===== src/rtl/shift_pkg.sv =====
// Shared types and default geometry for the LED shift-register transmitter.
package shift_pkg;

    typedef enum logic [1:0] {
        IDLE  = 2'd0,
        SHIFT = 2'd1,
        LATCH = 2'd2
    } state_t;

    localparam int WIDTH_DEF   = 6;
    localparam int CLK_DIV_DEF = 2;

endpackage


===== src/rtl/shift_tick.sv =====
// Half-period counter: tick is combinational off the count, high on the terminal cycle.
// No backpressure; clr restarts the count from zero, en freezes it.
module shift_tick
    import shift_pkg::*;
#(
    parameter int CLK_DIV = CLK_DIV_DEF
) (
    input  logic clk,
    input  logic rst,
    input  logic clr,
    input  logic en,
    output logic tick
);

    localparam int              CW   = $clog2(CLK_DIV + 1);
    localparam logic [CW-1:0]   TERM = CW'(CLK_DIV - 1);

    logic [CW-1:0] cnt;

    assign tick = en && (cnt == TERM);

    always_ff @(posedge clk or posedge rst) begin
        if (rst) begin
            cnt <= '0;
        end else if (clr) begin
            cnt <= '0;
        end else if (en) begin
            cnt <= (cnt == TERM) ? '0 : cnt + CW'(1);
        end
    end

endmodule


===== src/rtl/shift_driver.sv =====
// Serialises a word MSB-first on sdata/sclk, then strobes latch; done 2*CLK_DIV*WIDTH+CLK_DIV cycles after accept.
// in_ready only in IDLE (including the done cycle); inputs are ignored while a frame is in flight.
module shift_driver
    import shift_pkg::*;
#(
    parameter int WIDTH   = WIDTH_DEF,
    parameter int CLK_DIV = CLK_DIV_DEF
) (
    input  logic             clk,
    input  logic             rst,
    input  logic [WIDTH-1:0] in_data,
    input  logic             in_valid,
    output logic             in_ready,
    output logic             sclk,
    output logic             sdata,
    output logic             latch,
    output logic             done
);

    localparam int            BW       = $clog2(WIDTH + 1);
    localparam logic [BW-1:0] LAST_BIT = BW'(WIDTH - 1);

    state_t           state, state_nxt;
    logic [WIDTH-1:0] word, word_nxt;
    logic [BW-1:0]    bcnt, bcnt_nxt;
    logic             sclk_nxt, sdata_nxt, latch_nxt, done_nxt;
    logic             accept, tick, tick_en;

    assign in_ready = (state == IDLE);
    assign accept   = in_valid && in_ready;
    assign tick_en  = (state != IDLE);

    // Same counter paces both sclk half-periods and the latch pulse width.
    shift_tick #(.CLK_DIV(CLK_DIV)) u_tick (
        .clk  (clk),
        .rst  (rst),
        .clr  (accept),
        .en   (tick_en),
        .tick (tick)
    );

    always_ff @(posedge clk or posedge rst) begin
        if (rst) begin
            state <= IDLE;
        end else begin
            state <= state_nxt;
        end
    end

    always_comb begin
        state_nxt = state;
        word_nxt  = word;
        bcnt_nxt  = bcnt;
        sclk_nxt  = sclk;
        sdata_nxt = sdata;
        latch_nxt = latch;
        done_nxt  = 1'b0;
        case (state)
            IDLE: begin
                sclk_nxt  = 1'b0;
                latch_nxt = 1'b0;
                if (accept) begin
                    word_nxt  = in_data;
                    sdata_nxt = in_data[WIDTH-1];
                    bcnt_nxt  = '0;
                    state_nxt = SHIFT;
                end
            end
            SHIFT: begin
                if (tick) begin
                    sclk_nxt = ~sclk;
                    // Data only moves on the falling edge, keeping it stable around every rise.
                    if (sclk) begin
                        bcnt_nxt = bcnt + BW'(1);
                        if (bcnt == LAST_BIT) begin
                            state_nxt = LATCH;
                            latch_nxt = 1'b1;
                        end else begin
                            word_nxt  = word << 1;
                            sdata_nxt = word[WIDTH-2];
                        end
                    end
                end
            end
            LATCH: begin
                if (tick) begin
                    latch_nxt = 1'b0;
                    done_nxt  = 1'b1;
                    state_nxt = IDLE;
                end
            end
            default: begin
                state_nxt = IDLE;
            end
        endcase
    end

    always_ff @(posedge clk or posedge rst) begin
        if (rst) begin
            word  <= '0;
            bcnt  <= '0;
            sclk  <= 1'b0;
            sdata <= 1'b0;
            latch <= 1'b0;
            done  <= 1'b0;
        end else begin
            word  <= word_nxt;
            bcnt  <= bcnt_nxt;
            sclk  <= sclk_nxt;
            sdata <= sdata_nxt;
            latch <= latch_nxt;
            done  <= done_nxt;
        end
    end

endmodule


===== config.mk =====
export PLATFORM = sky130hd
export DESIGN_NAME = shift_driver
export DESIGN_NICKNAME = d
export VERILOG_FILES = /design/src/rtl/shift_pkg.sv /design/src/rtl/shift_tick.sv /design/src/rtl/shift_driver.sv
export SDC_FILE = /design/constraint.sdc
export NUM_CORES = 1
export LEC_CHECK = 0
export BUFFER_PORTS_ARGS = -buffer_cell sky130_fd_sc_hd__buf_2
export CORE_ASPECT_RATIO = 1.1
export CORE_MARGIN = 2
export CORE_UTILIZATION = 31
export DETAILED_ROUTE_END_ITERATION = 8
export GPL_TIMING_DRIVEN = 0
export PLACE_DENSITY = 0.54
export SETUP_SLACK_MARGIN = 0.2
export SKIP_CTS_REPAIR_TIMING = 1
export SYNTH_ARGS = -nofsm -noshare
export SYNTH_HDL_FRONTEND = slang
export SYNTH_SLANG_ARGS = --single-unit

===== constraint.sdc =====
create_clock -name clk -period 1.7 [get_ports clk]
set_clock_uncertainty 0.05 [all_clocks]
set_input_delay 0.255 -clock clk [delete_from_list [all_inputs] [get_ports clk]]
set_output_delay 0.255 -clock clk [all_outputs]
set_load 0.01 [all_outputs]

==> impl_summary.txt <==
----------------------------------------------------
[Yosys]
  Cell type with the largest total area after synthesis ... dfrtp_1
  Yosys Warn Count ... 0
  Cell types with the largest area share after synthesis ... dfrtp_1 (49%), mux2_2 (15%), mux2i_1 (3.7%)
  Synth top cells by count ... dfrtp_1 (16), mux2_2 (11), a21oi_1 (4), inv_1 (4), nor2_1 (4)
  Syn_area_per_cell ... 11.3 sq um
  Area share of the largest cell type after synthesis ... 49.0%
  Share of the yosys chip area belonging to registers ... 49.0%
  Post-Synthesis Net Count ... 83
  Library cell with the highest instance count after synthesis ... dfrtp_1
  Number of enable flip-flop cells after synthesis ... 0
  Area of the mapped netlist ... 817 sq um
  Fraction of registers with async set/reset ... 100%
  Synth Register Bits ... 16
  Number of instances in the synthesized netlist ... 72
  Distinct cell type count after synthesis ... 24
  Predominant post-synthesis flop cell ... dfrtp_1

[Power and ir drop]
  Pwr Density ... 1650 nW/um^2
  Reported leakage power ... 0.519 nW
  IR Drop Worst-Case VDD ... 0.746 mV
  Power, Total ... 1.76 mW

[Global routing]
  Global-route usage over all layers ... 11.5%
  Largest net degree at the start of global routing ... 17
  Initial antenna violation count ... 0
  Number of global-route vias before repair ... 612
  Grt ovf ... 0
  Wire length of the first global-routing pass ... 2540 um

[Final layout]
  Nets ... 108
  Area of the multi-input gates ... 428 sq um
  Share of layout cells above drive strength 1 ... 46.3%
  Number of antenna repair diodes ... 0
  Area used by sequential logic in the layout ... 402 sq um
  Number of fill cells ... 262
  P&R area growth vs syn ... 30.2%

[Drt]
  Total wire length ... 1600 um
  Post-detailed-route DRC marker count ... 0
  Average vias per placed instance ... 4.72
  Pre-Repair DR Iteration Count ... 2
  Count of routing violations after the opening detailed-route iteration ... 6
  Routed Antenna Nets ... 0
  Total via count in the routed design ... 595
  Post-detailed-route wirelength per cell ... 12.7 um

[CTS]
  Clock latency reported for the late side of the worst-skew pair ... 290 ps
  CTS Buf Count ... 3
  Clock slew at reported path FFs ... 100 ps
  CTS tree ... done
  H-tree depth ... 1
  Maximum buffer depth of the clock tree ... 2
  Clock Sink Count ... 16
  Root buf cell ... clkbuf_4

[Floorplan]
  Area of the die ... 3060 sq um
  Num ports ... 14
  Die height ... 57.8 um
  Site row count ... 19
  Effective utilization at floorplan ... 32.7%
  Area of the core ... 2500 sq um
  Horiz. Die Dim ... 53.0 um

[Critical path]
  Crit. End Element ... flip-flop
  Data arrival time at the worst-slack endpoint ... 1690 ps
  Sort of element at the start of the critical path ... flip-flop
  Maximum fanout along the worst path ... 7
  Critical path class ... reg2reg
  WP data required ... 1820 ps

[Timing]
  Final hold violation count ... 16
  Post-route clock period utilization ... 92.3%
  Transition time at the pin with the least slew margin ... 620 ps
  Worst slack on hold paths ... -26.7 ps
  Slew headroom ... 58.6%
  Final worst-path setup slack ... 130 ps
  Max frequency ... 637 MHz
  RSZ-0062 raised after global routing ... yes
  Final critical-path required period ... 1570 ps
  Max-slew violation count ... 0
  Final-layout setup total negative slack ... 0 ps
  Final setup violation count ... 0

[Run status]
  Result of the run ... finished, violations left
  Violated checks ... negative hold slack

[Place]
  Dpl hpwl ... 1140 um
  Number of buffers inserted by port buffering ... 13
  Weighted congestion at the end of routability-driven global placement ... 0.729
  Post-place setup slack ... -18.5 ps

[Run]
  Maxcap violations ... 0

[Worst hold path]
  Classification of the worst-slack hold path ... in2async

----------------------------------------------------
-- critical path, stage by stage, from the launching register on --
cell	delay [ps]
dfrtp_1	390
ha_2	180
and3_4	180
a211oi_4	190
buf_12	160
mux2_4	300
-- report_power, final --
group / internal (mW) / switching [mW] / total [mW]
registers: 0.522 / 0.119 / 0.641
clock network: 0.0823 / 0.118 / 0.200
logic: 0.556 / 0.360 / 0.915
total: 1.16 / 0.597 / 1.76
-- stage by stage --
step / instance area (sq um) / std cells / hold slack, ps / utilization (%)
2_1_floorplan: 828 / 72 / 119 / -
3_3_place_gp: 932 / 116 / 318 / 37.3
3_5_place_dp: 932 / 116 / 315 / 37.3
4_1_cts: 955 / 119 / -12.0 / 38.2
5_1_grt: 1060 / 126 / 19.5 / 42.6
6_report: 1060 / 126 / -26.7 / 42.6
-- per-layer routing --
metal / part of all wire (%) / wire length [um] / vias up / global-route usage [%]
met5: 0 / 0 / - / 0
met4: 0.63 / 10 / 0 / 6.59
met3: 3.4 / 54 / 2 / 2.32
met2: 48 / 764 / 11 / 18.6
met1: 48 / 767 / 285 / 14.1
li1: - / - / 297 / -
-- worst paths after layout --
kind,cells past startpoint,slack (ps),end,from
setup / recovery,5,130,word[1]$_DFFE_PP0P_,bcnt[0]$_DFFE_PP0P_
hold / removal,2,-30,sdata$_DFFE_PP0P_,rst
setup reg to reg,5,130,word[1]$_DFFE_PP0P_,bcnt[0]$_DFFE_PP0P_
hold reg to reg,1,470,sdata$_DFFE_PP0P_,sdata$_DFFE_PP0P_
max in group asynchronous,2,1180,sclk$_DFFE_PP0P_,rst
min in group clk,3,150,word[0]$_DFFE_PP0P_,in_data[0]
-- state kept, by name, summed over array words and instances, names as in the netlist --
signal      flops
word            5
bcnt            3
state           2
u_tick.cnt      2
done            1
latch           1
sclk            1
sdata           1
-- cells by family after synthesis --
group           synth area share, %
simple gates                   15.9
fa+ha+maj                      3.06
mux                            18.8
flops                          49.0
buf+inv                        3.83
compound gates                 9.34
-- layout by cell type (no fill, tap or decap), types with 2 or more instances in the layout --
cell / instances
nor2b_1: 2
buf_4: 6
inv_1: 4
clkbuf_4: 3
dfrtp_1: 15
buf_2: 13
mux2_2: 6
o21ai_0: 3
nor2_1: 3
nand2b_1: 3
a21oi_1: 4
nand3_1: 3
mux2_4: 5
o22ai_1: 2
nand2_1: 3
mux2i_1: 3
buf_6: 2
-- cell type report --
type | count | area share (%)
plain buffers | 3 | 2.00
clock buffers | 3 | 2.12
inverters | 4 | 1.41
multi-input cells | 49 | 40.2
flip-flops and latches | 16 | 37.8
well taps | 31 | 3.65
repair buffers | 20 | 12.8
(Power assumes the default switching activity.)
